### config.mk
export PLATFORM = sky130hd
export DESIGN_NAME = pipeline_ctrl
export DESIGN_NICKNAME = d
export VERILOG_FILES = /design/src/rtl/pipeline_ctrl.sv
export SDC_FILE = /design/constraint.sdc
export NUM_CORES = 1
export LEC_CHECK = 0
export CAP_MARGIN = 20
export CORE_MARGIN = 4
export CORE_UTILIZATION = 30
export DETAILED_ROUTE_END_ITERATION = 12
export GPL_TIMING_DRIVEN = 0
export SLEW_MARGIN = 20
export SYNTH_ARGS = -nofsm -noshare
export SYNTH_HDL_FRONTEND = slang
export SYNTH_SLANG_ARGS = --single-unit
### constraint.sdc
create_clock -name clk -period 2.1 [get_ports clk]
set_input_delay 0.42 -clock clk [delete_from_list [all_inputs] [get_ports clk]]
set_output_delay 0.42 -clock clk [all_outputs]
set_load 0.02 [all_outputs]
### src/rtl/pipeline_ctrl.sv
// Pipeline stall/flush controller: branch flush, multi-cycle vector stall,
// load-use bubble and halt/resume, plus a saturating stall-cycle counter.
module pipeline_ctrl #(
    parameter int VEC_CYCLES = 4,
    parameter int CNT_W      = 16
) (
    input  logic             clk,
    input  logic             reset,
    input  logic             branch_taken,
    input  logic             vec_start,
    input  logic             load_use,
    input  logic             halt,
    input  logic             resume,
    output logic             pc_en,
    output logic             ifid_en,
    output logic             idex_en,
    output logic             exmem_en,
    output logic             memwb_en,
    output logic             ifid_clr,
    output logic             idex_clr,
    output logic             exmem_clr,
    output logic             vec_busy,
    output logic [1:0]       state,
    output logic [CNT_W-1:0] stall_count
);

    localparam logic [1:0] ST_RUN      = 2'b00;
    localparam logic [1:0] ST_VEC_BUSY = 2'b10;
    localparam logic [1:0] ST_HALTED   = 2'b11;
    // The vector start cycle is itself a stall, so the counter covers the rest.
    localparam logic [7:0] VEC_LOAD    = 8'(VEC_CYCLES - 1);

    logic [1:0]       state_r;
    logic [1:0]       next_state_s;
    logic [7:0]       cnt_r;
    logic [7:0]       cnt_next_s;
    logic [CNT_W-1:0] stall_count_r;

    // Output decode and next-state logic; reset forces the RUN defaults.
    always_comb begin
        pc_en        = 1'b1;
        ifid_en      = 1'b1;
        idex_en      = 1'b1;
        exmem_en     = 1'b1;
        memwb_en     = 1'b1;
        ifid_clr     = 1'b0;
        idex_clr     = 1'b0;
        exmem_clr    = 1'b0;
        vec_busy     = 1'b0;
        next_state_s = state_r;
        cnt_next_s   = cnt_r;
        if (reset) begin
            next_state_s = ST_RUN;
            cnt_next_s   = 8'd0;
        end else begin
            case (state_r)
                ST_RUN, 2'b01: begin
                    next_state_s = ST_RUN;
                    if (branch_taken) begin
                        ifid_clr = 1'b1;
                        idex_clr = 1'b1;
                    end else if (vec_start) begin
                        if (VEC_CYCLES > 32'sd1) begin
                            pc_en        = 1'b0;
                            ifid_en      = 1'b0;
                            idex_en      = 1'b0;
                            exmem_en     = 1'b0;
                            exmem_clr    = 1'b1;
                            vec_busy     = 1'b1;
                            cnt_next_s   = VEC_LOAD;
                            next_state_s = ST_VEC_BUSY;
                        end else begin
                            cnt_next_s = 8'd0;
                        end
                    end else if (halt) begin
                        pc_en        = 1'b0;
                        ifid_en      = 1'b0;
                        idex_en      = 1'b0;
                        exmem_en     = 1'b0;
                        memwb_en     = 1'b0;
                        next_state_s = ST_HALTED;
                    end else if (load_use) begin
                        pc_en    = 1'b0;
                        ifid_en  = 1'b0;
                        idex_clr = 1'b1;
                    end else begin
                        next_state_s = ST_RUN;
                    end
                end
                ST_VEC_BUSY: begin
                    pc_en     = 1'b0;
                    ifid_en   = 1'b0;
                    idex_en   = 1'b0;
                    exmem_en  = 1'b0;
                    exmem_clr = 1'b1;
                    vec_busy  = 1'b1;
                    if (cnt_r <= 8'd1) begin
                        cnt_next_s   = 8'd0;
                        next_state_s = ST_RUN;
                    end else begin
                        cnt_next_s   = cnt_r - 8'd1;
                        next_state_s = ST_VEC_BUSY;
                    end
                end
                ST_HALTED: begin
                    pc_en    = 1'b0;
                    ifid_en  = 1'b0;
                    idex_en  = 1'b0;
                    exmem_en = 1'b0;
                    memwb_en = 1'b0;
                    if (resume) begin
                        next_state_s = ST_RUN;
                    end else begin
                        next_state_s = ST_HALTED;
                    end
                end
                default: begin
                    next_state_s = ST_RUN;
                    cnt_next_s   = 8'd0;
                end
            endcase
        end
    end

    // State, vector countdown and saturating stall counter.
    always_ff @(posedge clk or posedge reset) begin
        if (reset) begin
            state_r       <= ST_RUN;
            cnt_r         <= 8'd0;
            stall_count_r <= '0;
        end else begin
            state_r <= next_state_s;
            cnt_r   <= cnt_next_s;
            if (!pc_en && (state_r != ST_HALTED) && (stall_count_r != {CNT_W{1'b1}})) begin
                stall_count_r <= stall_count_r + CNT_W'(1);
            end
        end
    end

    assign state       = state_r;
    assign stall_count = stall_count_r;

endmodule

**After elaboration in Yosys (flattened, before gate mapping)**

Index checks and enable logic that the tools add are counted.

- Add/sub/neg operators: 2
- Magnitude comparators: 1
- Equality and inequality tests: 7
- Multiplexer cells: 40
- Reduce and logical (&&, ||, !) cells: 8

Operators by type and width:

| cell | number |
|---|---|
| 8-bit 2-to-1 mux | 4 |
| 1-bit 2-to-1 mux | 24 |
| 16-bit by 1-bit adder with 16-bit output (second input constant) | 1 |
| 16-bit != test (second input constant) | 1 |
| 8-bit case mux with 2 select lines | 1 |
| 2-bit 2-to-1 mux | 6 |
| 8-bit by 1-bit less-or-equal comparator with 1-bit output (second input constant) | 1 |
| 1-bit case mux with 2 select lines | 4 |
| 8-bit by 1-bit subtractor with 8-bit output (second input constant) | 1 |
| 3-bit != test (second input constant) | 2 |
| 2-bit case mux with 3 select lines | 1 |
| 2-bit == test (second input constant) | 2 |
| 2-bit OR reduction | 2 |
| 3-bit AND reduction | 1 |
| 3-bit nonzero test | 1 |
| 2-bit by 1-bit == test with 1-bit output (second input constant) | 1 |
| 1-bit logical AND | 2 |
| 2-bit logical NOT | 1 |
| 2-bit != test (second input constant) | 1 |
| 1-bit logical NOT | 1 |

- Bits in registers: 26
- Input port bits: 7
- Output and inout bits: 27
- Word-level logic and storage cells: 61

**Logic depth before layout (Yosys ltp)**

Gate-level depths: netlist of the first run.

- Depth after elaboration: 9
- Gate-level depth with buffers: 6
- Mapped depth without buffers: 6

**Least setup slack after synthesis of the first run**

OpenSTA, ideal clock, no wires.

- Path type: input-to-output
- Start: input reset
- End: output idex_en
- Arrival time: 2.122 ns
- Data required time: 1.680 ns
- Path slack: -0.442 ns
- Cell stages on the path: 4
- Path buffers: 2
- Cell sequence: clkbuf_1 > inv_1 > o21ai_0 > buf_4

- Cells in the longest elaborated chain, start to end: 1

Ends and longest elaborated chain:

| element | RTL line | text |
|---|---|---|
| from (decl) | 8 | `input logic reset,` |
| 1-bit 2-to-1 mux | -- |  |
| to (decl) | 16 | `output logic idex_en,` |

No other way between the ends.

**Worst setup path in the final report of the first run**

- Start: input vec_start
- End: output pc_en

- Cells in the longest elaborated chain, start to end: 4

Ends and longest elaborated chain:

| element | RTL line | text |
|---|---|---|
| from (decl) | 10 | `input logic vec_start,` |
| 1-bit 2-to-1 mux | 62 | `end else if (vec_start) begin` |
| 1-bit 2-to-1 mux | 59 | `if (branch_taken) begin` |
| 1-bit case mux with 2 select lines | 56 | `case (state_r)` |
| 1-bit 2-to-1 mux | 52 | `if (reset) begin` |
| to (decl) | 14 | `output logic pc_en,` |

No other way between the ends.

==> results of run 1 <==
area by class of cell:
class                      count  area, µm²
timing repair inverter         1       5.00
buffer                         6       40.0
tap                           67       83.8
clock inverter                 1       30.0
clock buffer                   3       41.3
inverter                       6       26.3
sequential                    26        651
fill                         481       2750
multi-input combinational    110        778
timing repair buffer          34        317
power groups by stage:
stage	registers [mW]	logic (mW)	clock network, mW
2_1_floorplan	0.800	0.451	0
3_3_place_gp	0.741	0.765	0
3_5_place_dp	0.743	0.770	0
4_1_cts	0.734	0.774	0.434
5_1_grt	0.760	0.860	0.447
6_report	0.732	0.763	0.424
cell families (layout without fill, tap and decap cells):
kind of cell | after synthesis | in the layout | synth area share
and+or+nand+nor | 69 | 69 | 0.272
DFF | 26 | 26 | 0.446
xor gates and xnor gates | 20 | 20 | 0.120
AOI/OAI and AO/OA | 18 | 18 | 0.0951
buffers and inverters | 12 | 51 | 0.0420
adders and majority gates | 3 | 3 | 0.0257
tightest hold or removal path, cell delays in order:
cell,delay [ns]
clkbuf_2,0.20
clkinvlp_4,0.18
buf_4,0.16
placed cells by master, fill, tap and decap left out, types with 2 or more instances in the layout:
| cell | count |
|---|---|
| xnor2_1 | 11 |
| clkdlybuf4s50_1 | 19 |
| nor2_1 | 18 |
| dfrtp_1 | 26 |
| nand2b_1 | 2 |
| nand2_1 | 14 |
| dlygate4sd2_1 | 6 |
| clkbuf_8 | 3 |
| o21ai_0 | 4 |
| ha_1 | 3 |
| nor2b_1 | 2 |
| a21oi_2 | 2 |
| buf_2 | 2 |
| inv_1 | 5 |
| clkbuf_2 | 2 |
| a21oi_1 | 5 |
| nor3_1 | 5 |
| a211oi_1 | 2 |
| and3_1 | 4 |
| nand3_1 | 6 |
| buf_4 | 8 |
| nand4_1 | 3 |
| nor3_2 | 3 |
| xor2_1 | 9 |
metal layers:
metal / up-vias / wire length [µm] / GRT usage
met1: 560 / 1610 / 0.163
li1: 587 / - / -
met3: 2 / 127 / 0.0220
met5: - / 0 / 0
met2: 27 / 1350 / 0.176
met4: 0 / 12 / 0.0214
metrics by stage:
stage,setup TNS [ns],cell area [µm²],total power [mW]
final,0,1970,1.92
after global routing,0,1970,2.07
after CTS,0,1970,1.94
after detailed placement,-5.44,1890,1.51
after global placement,-5.19,1890,1.51
after floorplan,0,1490,1.25
flip-flops by register name, summed over array words and instances (netlist names):
name,cells
cnt_r,8
stall_count,16
state,2
what timing repair did:
item,4_1_cts,5_1_grt
endpoints found under the hold margin,0,0
gates cloned,1,0
endpoints found under the setup margin,9,3
setup buffers,2,0
pin swaps,2,1
resized for setup,27,3
cells in the mapped netlist, types with 2 or more instances:
| library cell | n |
|---|---|
| a211oi_1 | 2 |
| a21oi_1 | 6 |
| and3_1 | 4 |
| buf_4 | 4 |
| dfrtp_1 | 26 |
| ha_1 | 3 |
| inv_1 | 6 |
| nand2_1 | 14 |
| nand2b_1 | 2 |
| nand3_1 | 7 |
| nand4_1 | 3 |
| nor2_1 | 19 |
| nor2b_1 | 2 |
| nor3_1 | 5 |
| nor3_2 | 3 |
| o21ai_0 | 5 |
| xnor2_1 | 11 |
| xor2_1 | 9 |
worst paths after layout:
check | end | slack [ns] | start | cells past startpoint
min in group clk | stall_count[9] | 0.49 | stall_count[9] | 1
hold / removal | state[0] | 0.35 | reset | 3
max in group asynchronous | cnt_r[5] | 1.35 | reset | 2
setup / recovery | pc_en | 0.06 | vec_start | 5
hold reg to reg | stall_count[9] | 0.49 | stall_count[9] | 1
setup reg to reg | cnt_r[7] | 0.23 | cnt_r[0] | 6
==> report_table.html, run 1 <==
<table>
<tr><th>Metric</th><th>Value</th></tr>
<tr><th colspan="2">Pwr</th></tr>
<tr><td>Max rail drop VDD</td><td>0.365 mV</td></tr>
<tr><td>Internal power of the cells</td><td>1.22 mW</td></tr>
<tr><td>Power share of the combinational group</td><td>0.398</td></tr>
<tr><td>Switching fraction of total power</td><td>0.363</td></tr>
<tr><td>Portion of total power attributed to sequential cells</td><td>0.381</td></tr>
<tr><td>Part of the total power dissipated in the clock network</td><td>0.221</td></tr>
<tr><td>Net load switching power</td><td>0.696 mW</td></tr>
<tr><td>Areal power density over the cells</td><td>973 mW/mm²</td></tr>
<tr><td>Leak pwr</td><td>0.881 nW</td></tr>
<tr><th colspan="2">STA</th></tr>
<tr><td>Slew HR</td><td>0.521</td></tr>
<tr><td>Number of max-slew violations in the final report</td><td>0</td></tr>
<tr><td>Actual slew at the worst max-slew pin</td><td>0.715 ns</td></tr>
<tr><td>Setup ws final</td><td>0.0605 ns</td></tr>
<tr><td>Worst hold-check slack</td><td>0.346 ns</td></tr>
<tr><td>Highest Clock Rate</td><td>490 MHz</td></tr>
<tr><td>Number of setup violations in the final report</td><td>0</td></tr>
<tr><td>Setup repair after global routing missed its margin</td><td>no</td></tr>
<tr><td>Hold Vio Cnt, Final</td><td>0</td></tr>
<tr><td>Final worst path period share</td><td>0.971</td></tr>
<tr><td>Worst clock skew on the final layout</td><td>0.00409 ns</td></tr>
<tr><td>Final period demand of the worst path</td><td>2.04 ns</td></tr>
<tr><th colspan="2">Cells and area</th></tr>
<tr><td>Layout net count</td><td>198</td></tr>
<tr><td>Util after Layout</td><td>0.417</td></tr>
<tr><td>Synth-to-Final Area Change</td><td>35.0%</td></tr>
<tr><td>Number of antenna diodes</td><td>0</td></tr>
<tr><td>Final Non-Filler Cells</td><td>254</td></tr>
<tr><td>Share of post-route cells with drive strength above 1</td><td>0.187</td></tr>
<tr><th colspan="2">Synth</th></tr>
<tr><td>Area fraction of the dominant cell type after synthesis</td><td>0.446</td></tr>
<tr><td>Number of warnings issued by yosys</td><td>0</td></tr>
<tr><td>Gate count after technology mapping</td><td>148</td></tr>
<tr><td>Post-Synthesis Mean Instance Area</td><td>9.87 µm²</td></tr>
<tr><td>Cell Area, Synth</td><td>0.00146 mm²</td></tr>
<tr><td>Dominant cells by area after synthesis</td><td>dfrtp_1 (45%), xnor2_1 (6.6%), xor2_1 (5.4%), nor2_1 (4.9%), nand2_1 (3.6%)</td></tr>
<tr><td>Async set-or-reset flop fraction in the synthesized netlist</td><td>1.00</td></tr>
<tr><td>Proportion of synthesized chip area in sequential cells</td><td>0.446</td></tr>
<tr><td>Yosys reg bits</td><td>26</td></tr>
<tr><td>Commonest register cell after synthesis</td><td>dfrtp_1</td></tr>
<tr><td>Leading area contributor after synthesis</td><td>dfrtp_1</td></tr>
<tr><td>Number of enable flip-flop cells after synthesis</td><td>0</td></tr>
<tr><td>Nets in the synthesized netlist</td><td>158</td></tr>
<tr><td>Number of different library cells in the post-synthesis netlist</td><td>35</td></tr>
<tr><th colspan="2">Clock network</th></tr>
<tr><td>Clock edge transition at the registers on the reported setup and hold paths</td><td>0.10 ns</td></tr>
<tr><td>Clock tree root driver cell</td><td>clkbuf_8</td></tr>
<tr><td>Num CTS Buffers</td><td>3</td></tr>
<tr><td>CTS HTree Levels</td><td>1</td></tr>
<tr><td>Bufs on Longest Clock Path</td><td>2</td></tr>
<tr><td>Clk Latency, worst-skew pair</td><td>0.27 ns</td></tr>
<tr><td>Sink Count</td><td>26</td></tr>
<tr><td>Clock tree from TritonCTS</td><td>yes</td></tr>
<tr><td>Number of buffers inserted for hold repair after clock tree synthesis</td><td>0</td></tr>
<tr><th colspan="2">Route</th></tr>
<tr><td>DRC</td><td>0</td></tr>
<tr><td>Via count</td><td>1176</td></tr>
<tr><td>DRC violation total after the first TritonRoute iteration</td><td>32</td></tr>
<tr><td>Detail-routed net length per standard cell</td><td>12.2 µm</td></tr>
<tr><td>Routed wire length</td><td>3110 µm</td></tr>
<tr><td>Routed vias/inst</td><td>4.63</td></tr>
<tr><td>Count of antenna-violating nets left after detailed routing</td><td>0</td></tr>
<tr><td>Number of detailed-routing iterations run before antenna repair</td><td>4</td></tr>
<tr><th colspan="2">Hold path</th></tr>
<tr><td>Hold/Removal Path Class</td><td>input pin to async pin</td></tr>
<tr><th colspan="2">Critical path</th></tr>
<tr><td>Required time worst endpoint</td><td>1.68 ns</td></tr>
<tr><td>Cell type group with the largest total delay on the critical path</td><td>simple AND/OR/NAND/NOR gates</td></tr>
<tr><td>Cells traversed along the worst timing path</td><td>dlygate4sd2_1 -&gt; or4_4 -&gt; nand3_4 -&gt; buf_4 -&gt; buf_4</td></tr>
<tr><td>Critical Path Slowest Stage Cell</td><td>or4_4</td></tr>
<tr><td>Delay of the slowest cell on the worst path</td><td>0.59 ns</td></tr>
<tr><td>Category of the most critical setup path</td><td>input pin to output pin</td></tr>
<tr><td>Sort of element at the start of the critical path</td><td>input pin</td></tr>
<tr><td>Most Frequent Cell on Critical Path</td><td>buf_4</td></tr>
<tr><td>Arrival time at the worst endpoint</td><td>1.62 ns</td></tr>
<tr><td>Kind of end point of the critical path</td><td>output pin</td></tr>
<tr><td>Biggest fanout along the worst timing path</td><td>5</td></tr>
<tr><td>Bufs and invs on worst path</td><td>3</td></tr>
<tr><th colspan="2">Die</th></tr>
<tr><td>Height of the die</td><td>77.8 µm</td></tr>
<tr><td>Die ar.</td><td>0.00605 mm²</td></tr>
<tr><td>Standard-cell row count</td><td>25</td></tr>
<tr><td>Width of the die</td><td>77.8 µm</td></tr>
<tr><td>Initial cell density of the core</td><td>0.309</td></tr>
<tr><td>Number of top-level design ports</td><td>34</td></tr>
<tr><td>Core area</td><td>0.00472 mm²</td></tr>
<tr><th colspan="2">Place</th></tr>
<tr><td>Hpwl dp</td><td>2190 µm</td></tr>
<tr><td>Total placed cells including tap cells</td><td>247</td></tr>
<tr><td>Placer congestion estimate</td><td>0.756</td></tr>
<tr><td>Worst slack after detailed placement</td><td>-0.672 ns</td></tr>
<tr><td>Count of buffers from port buffering</td><td>32</td></tr>
<tr><th colspan="2">Global route</th></tr>
<tr><td>Largest net degree at the start of global routing</td><td>16</td></tr>
<tr><td>Global-route total usage across every layer</td><td>0.113</td></tr>
<tr><td>Total gr overflow</td><td>0</td></tr>
<tr><td>Vias in the first global route</td><td>1187</td></tr>
<tr><td>Global-route wire length before repair</td><td>5660 µm</td></tr>
<tr><td>Number of antenna violations at the first check in global routing</td><td>0</td></tr>
<tr><th colspan="2">Run status</th></tr>
<tr><td>Status</td><td>finished clean</td></tr>
<tr><th colspan="2">Run</th></tr>
<tr><td>Number of max-cap violations</td><td>0</td></tr>
</table>
Power figures use the tool's default switching activity.
==> run 2: changes to the inputs <==
==> constraint.sdc (replaced) <==
create_clock -name clk -period 2.1 [get_ports clk]
set_input_delay 0.42 -clock clk [delete_from_list [all_inputs] [get_ports clk]]
set_output_delay 0.42 -clock clk [all_outputs]
set_load 0.05 [all_outputs]
==> report_table.html, run 2 (same netlist as run 1, synthesis figures left out) <==
<table>
<tr><th>Metric</th><th>Value</th></tr>
<tr><th colspan="2">Pwr</th></tr>
<tr><td>Power share of the combinational group</td><td>0.479 (+0.081)</td></tr>
<tr><td>Leak pwr</td><td>0.902 nW (+2.4%)</td></tr>
<tr><td>Max rail drop VDD</td><td>0.395 mV (+8.2%)</td></tr>
<tr><td>Switching fraction of total power</td><td>0.431 (+0.0681)</td></tr>
<tr><td>Net load switching power</td><td>0.872 mW (+25%)</td></tr>
<tr><td>Part of the total power dissipated in the clock network</td><td>0.159 (-0.062)</td></tr>
<tr><td>Portion of total power attributed to sequential cells</td><td>0.361 (-0.020)</td></tr>
<tr><td>Internal power of the cells</td><td>1.15 mW (-5.7%)</td></tr>
<tr><td>Areal power density over the cells</td><td>998 mW/mm² (+2.6%)</td></tr>
<tr><th colspan="2">Global route</th></tr>
<tr><td>Met1 Use GR</td><td>0.153 (-0.0101)</td></tr>
<tr><td>Global-route met3 utilization</td><td>0.0313 (+0.00928)</td></tr>
<tr><td>Met2 track demand over resource in global routing</td><td>0.182 (+0.00514)</td></tr>
<tr><td>Number of antenna violations at the first check in global routing</td><td>0 (unchanged)</td></tr>
<tr><td>Largest net degree at the start of global routing</td><td>16 (unchanged)</td></tr>
<tr><td>Most congested layer reported by global routing</td><td>met2</td></tr>
<tr><td>Vias in the first global route</td><td>1264 (+6.5%)</td></tr>
<tr><td>Global-route total usage across every layer</td><td>0.115 (+0.00228)</td></tr>
<tr><td>Total gr overflow</td><td>0 (unchanged)</td></tr>
<tr><td>Global-route wire length before repair</td><td>5720 µm (+1.1%)</td></tr>
<tr><th colspan="2">Route</th></tr>
<tr><td>Via count</td><td>1205 (+2.5%)</td></tr>
<tr><td>Count of antenna-violating nets left after detailed routing</td><td>0 (unchanged)</td></tr>
<tr><td>DRC violation total after the first TritonRoute iteration</td><td>43 (+34%)</td></tr>
<tr><td>Routed wire length</td><td>3040 µm (-2.1%)</td></tr>
<tr><td>Routed vias/inst</td><td>4.69 (+1.3%)</td></tr>
<tr><td>Detail-routed net length per standard cell</td><td>11.8 µm (-3.3%)</td></tr>
<tr><td>DRC</td><td>0 (unchanged)</td></tr>
<tr><td>Number of detailed-routing iterations run before antenna repair</td><td>4 (unchanged)</td></tr>
<tr><th colspan="2">Cells and area</th></tr>
<tr><td>Largest register FFs</td><td>16 (unchanged)</td></tr>
<tr><td>Final Non-Filler Cells</td><td>257 (+1.2%)</td></tr>
<tr><td>Synth-to-Final Area Change</td><td>39.0%</td></tr>
<tr><td>Share of post-route cells with drive strength above 1</td><td>0.237 (+0.0497)</td></tr>
<tr><td>Commonest non-fill, non-tap cell in the layout</td><td>dfrtp_1</td></tr>
<tr><td>Util after Layout</td><td>0.430 (+0.0122)</td></tr>
<tr><td>Number of antenna diodes</td><td>0 (unchanged)</td></tr>
<tr><td>Commonest cells after routing, fill and taps aside</td><td>dfrtp_1 (26), clkdlybuf4s50_1 (20), nor2_1 (17)</td></tr>
<tr><td>Layout net count</td><td>201 (+1.5%)</td></tr>
<tr><th colspan="2">Clock network</th></tr>
<tr><td>Clock edge transition at the registers on the reported setup and hold paths</td><td>0.09 ns (about the same)</td></tr>
<tr><td>Sink Count</td><td>26 (unchanged)</td></tr>
<tr><td>Clock tree from TritonCTS</td><td>yes</td></tr>
<tr><td>Clock tree root driver cell</td><td>clkbuf_8</td></tr>
<tr><td>Bufs on Longest Clock Path</td><td>2 (unchanged)</td></tr>
<tr><td>Num CTS Buffers</td><td>3 (unchanged)</td></tr>
<tr><td>CTS HTree Levels</td><td>1 (unchanged)</td></tr>
<tr><td>Clk Latency, worst-skew pair</td><td>0.27 ns (about the same)</td></tr>
<tr><th colspan="2">STA</th></tr>
<tr><td>Final worst path period share</td><td>0.977 (+0.00585)</td></tr>
<tr><td>Worst hold-check slack</td><td>0.276 ns (-0.0699 ns)</td></tr>
<tr><td>Worst clock skew on the final layout</td><td>0.00120 ns (-0.00289 ns)</td></tr>
<tr><td>Setup TNS</td><td>0 ns (unchanged)</td></tr>
<tr><td>Slew HR</td><td>0.529 (+0.00892)</td></tr>
<tr><td>Number of setup violations in the final report</td><td>0 (unchanged)</td></tr>
<tr><td>Number of max-slew violations in the final report</td><td>0 (unchanged)</td></tr>
<tr><td>Setup repair after global routing missed its margin</td><td>no</td></tr>
<tr><td>Setup ws final</td><td>0.0482 ns (-0.0123 ns)</td></tr>
<tr><td>Final period demand of the worst path</td><td>2.05 ns (+0.0123 ns)</td></tr>
<tr><td>Highest Clock Rate</td><td>487 MHz (-0.60%)</td></tr>
<tr><td>Hold Vio Cnt, Final</td><td>0 (unchanged)</td></tr>
<tr><td>Actual slew at the worst max-slew pin</td><td>0.702 ns (-0.0133 ns)</td></tr>
<tr><th colspan="2">Run</th></tr>
<tr><td>Number of max-cap violations</td><td>0 (unchanged)</td></tr>
<tr><th colspan="2">Critical path</th></tr>
<tr><td>Bufs and invs on worst path</td><td>3 (unchanged)</td></tr>
<tr><td>Register-to-register path setup slack</td><td>0.22 ns (about the same)</td></tr>
<tr><td>Delay of the slowest cell on the worst path</td><td>0.58 ns (about the same)</td></tr>
<tr><td>Kind of end point of the critical path</td><td>output pin</td></tr>
<tr><td>Category of the most critical setup path</td><td>input pin to output pin</td></tr>
<tr><td>Biggest fanout along the worst timing path</td><td>5 (unchanged)</td></tr>
<tr><td>Required time worst endpoint</td><td>1.68 ns (about the same)</td></tr>
<tr><td>Most Frequent Cell on Critical Path</td><td>buf_8</td></tr>
<tr><td>Arrival time at the worst endpoint</td><td>1.63 ns (about the same)</td></tr>
<tr><td>Cell type group with the largest total delay on the critical path</td><td>simple AND/OR/NAND/NOR gates</td></tr>
<tr><td>Cells traversed along the worst timing path</td><td>dlygate4sd2_1 -&gt; or4_4 -&gt; nand3_4 -&gt; buf_8 -&gt; buf_8</td></tr>
<tr><td>Sort of element at the start of the critical path</td><td>input pin</td></tr>
<tr><td>Critical Path Slowest Stage Cell</td><td>or4_4</td></tr>
<tr><th colspan="2">Die</th></tr>
<tr><td>Initial cell density of the core</td><td>0.309 (unchanged)</td></tr>
<tr><td>Core area</td><td>0.00472 mm² (unchanged)</td></tr>
<tr><td>Standard-cell row count</td><td>25 (unchanged)</td></tr>
<tr><td>Number of top-level design ports</td><td>34 (unchanged)</td></tr>
<tr><td>Width of the die</td><td>77.8 µm (unchanged)</td></tr>
<tr><td>Height of the die</td><td>77.8 µm (unchanged)</td></tr>
<tr><td>Die ar.</td><td>0.00605 mm² (unchanged)</td></tr>
<tr><th colspan="2">Place</th></tr>
<tr><td>Placer congestion estimate</td><td>0.730 (-3.4%)</td></tr>
<tr><td>Total placed cells including tap cells</td><td>247 (unchanged)</td></tr>
<tr><td>Count of buffers from port buffering</td><td>32 (unchanged)</td></tr>
<tr><td>Hpwl dp</td><td>2170 µm (-1.2%)</td></tr>
<tr><td>Worst slack after detailed placement</td><td>-0.847 ns (-0.175 ns)</td></tr>
<tr><th colspan="2">Hold path</th></tr>
<tr><td>Hold/Removal Path Class</td><td>input pin to async pin</td></tr>
<tr><th colspan="2">Run status</th></tr>
<tr><td>Status</td><td>finished clean</td></tr>
</table>
[run 2: cell types whose count changed in the layout (fill, tap and decap cells not counted), sizes merged]
cell	change
clkdlybuf4s50	+1
buf	+5
clkdlybuf4s15	+1
bufinv	-1
dlygate4sd2	-3
[run 2: layout make-up]
type / instances / area (µm²)
Fill cell: 477 / 2690
Multi-Input combinational cell: 110 / 803
Sequential cell: 26 / 651
Timing Repair Buffer: 37 / 355
Tap cell: 67 / 83.8
Clock buffer: 4 / 55.1
Buffer: 6 / 50.0
Inverter: 6 / 26.3
Timing Repair inverter: 1 / 5.00
[run 2: final timing paths]
| path | cells after the start | start | endpoint |
|---|---|---|---|
| setup / recovery | 5 | vec_start | pc_en |
| hold / removal | 3 | reset | state[1] |
| setup reg to reg | 6 | cnt_r[0] | cnt_r[7] |
| hold reg to reg | 1 | stall_count[9] | stall_count[9] |
| max in group asynchronous | 2 | reset | stall_count[14] |
| min in group clk | 2 | reset | cnt_r[0] |
[run 2: metal layers]
layer  up-vias  share of wire  wire, µm
met5         -              0         0
met4         0          0.013        40
met3         5          0.060       182
met2        39           0.44      1330
met1       570           0.49      1490
li1        591              -         -
[run 2: worst min-delay path: cells and delay by family]
family	cells	cell delay [ns]
buffers and inverters	3	0.45
[run 2: power groups by stage]
stage                     Sequential, mW  Combinational, mW  Clock (mW)
after floorplan                    0.945              0.499           0
after global placement             0.741              0.960           0
after detailed placement           0.743              0.964           0
after CTS                          0.734              0.978       0.342
after global routing               0.759               1.06       0.358
final                              0.732              0.971       0.322
[run 2: what timing repair did]
action	4_1_cts	5_1_grt
hold buffers	0	0
endpoints found under the setup margin	9	6
cloned	1	0
setup buffers	4	1
gates resized for setup	45	2
pin swaps	2	1
[run 2: metrics by stage]
stage	area [µm²]	total power, mW
after global placement	1920	1.70
after detailed placement	1920	1.71
final	2030	2.03
after floorplan	1520	1.44
after CTS	2010	2.05
after global routing	2030	2.17
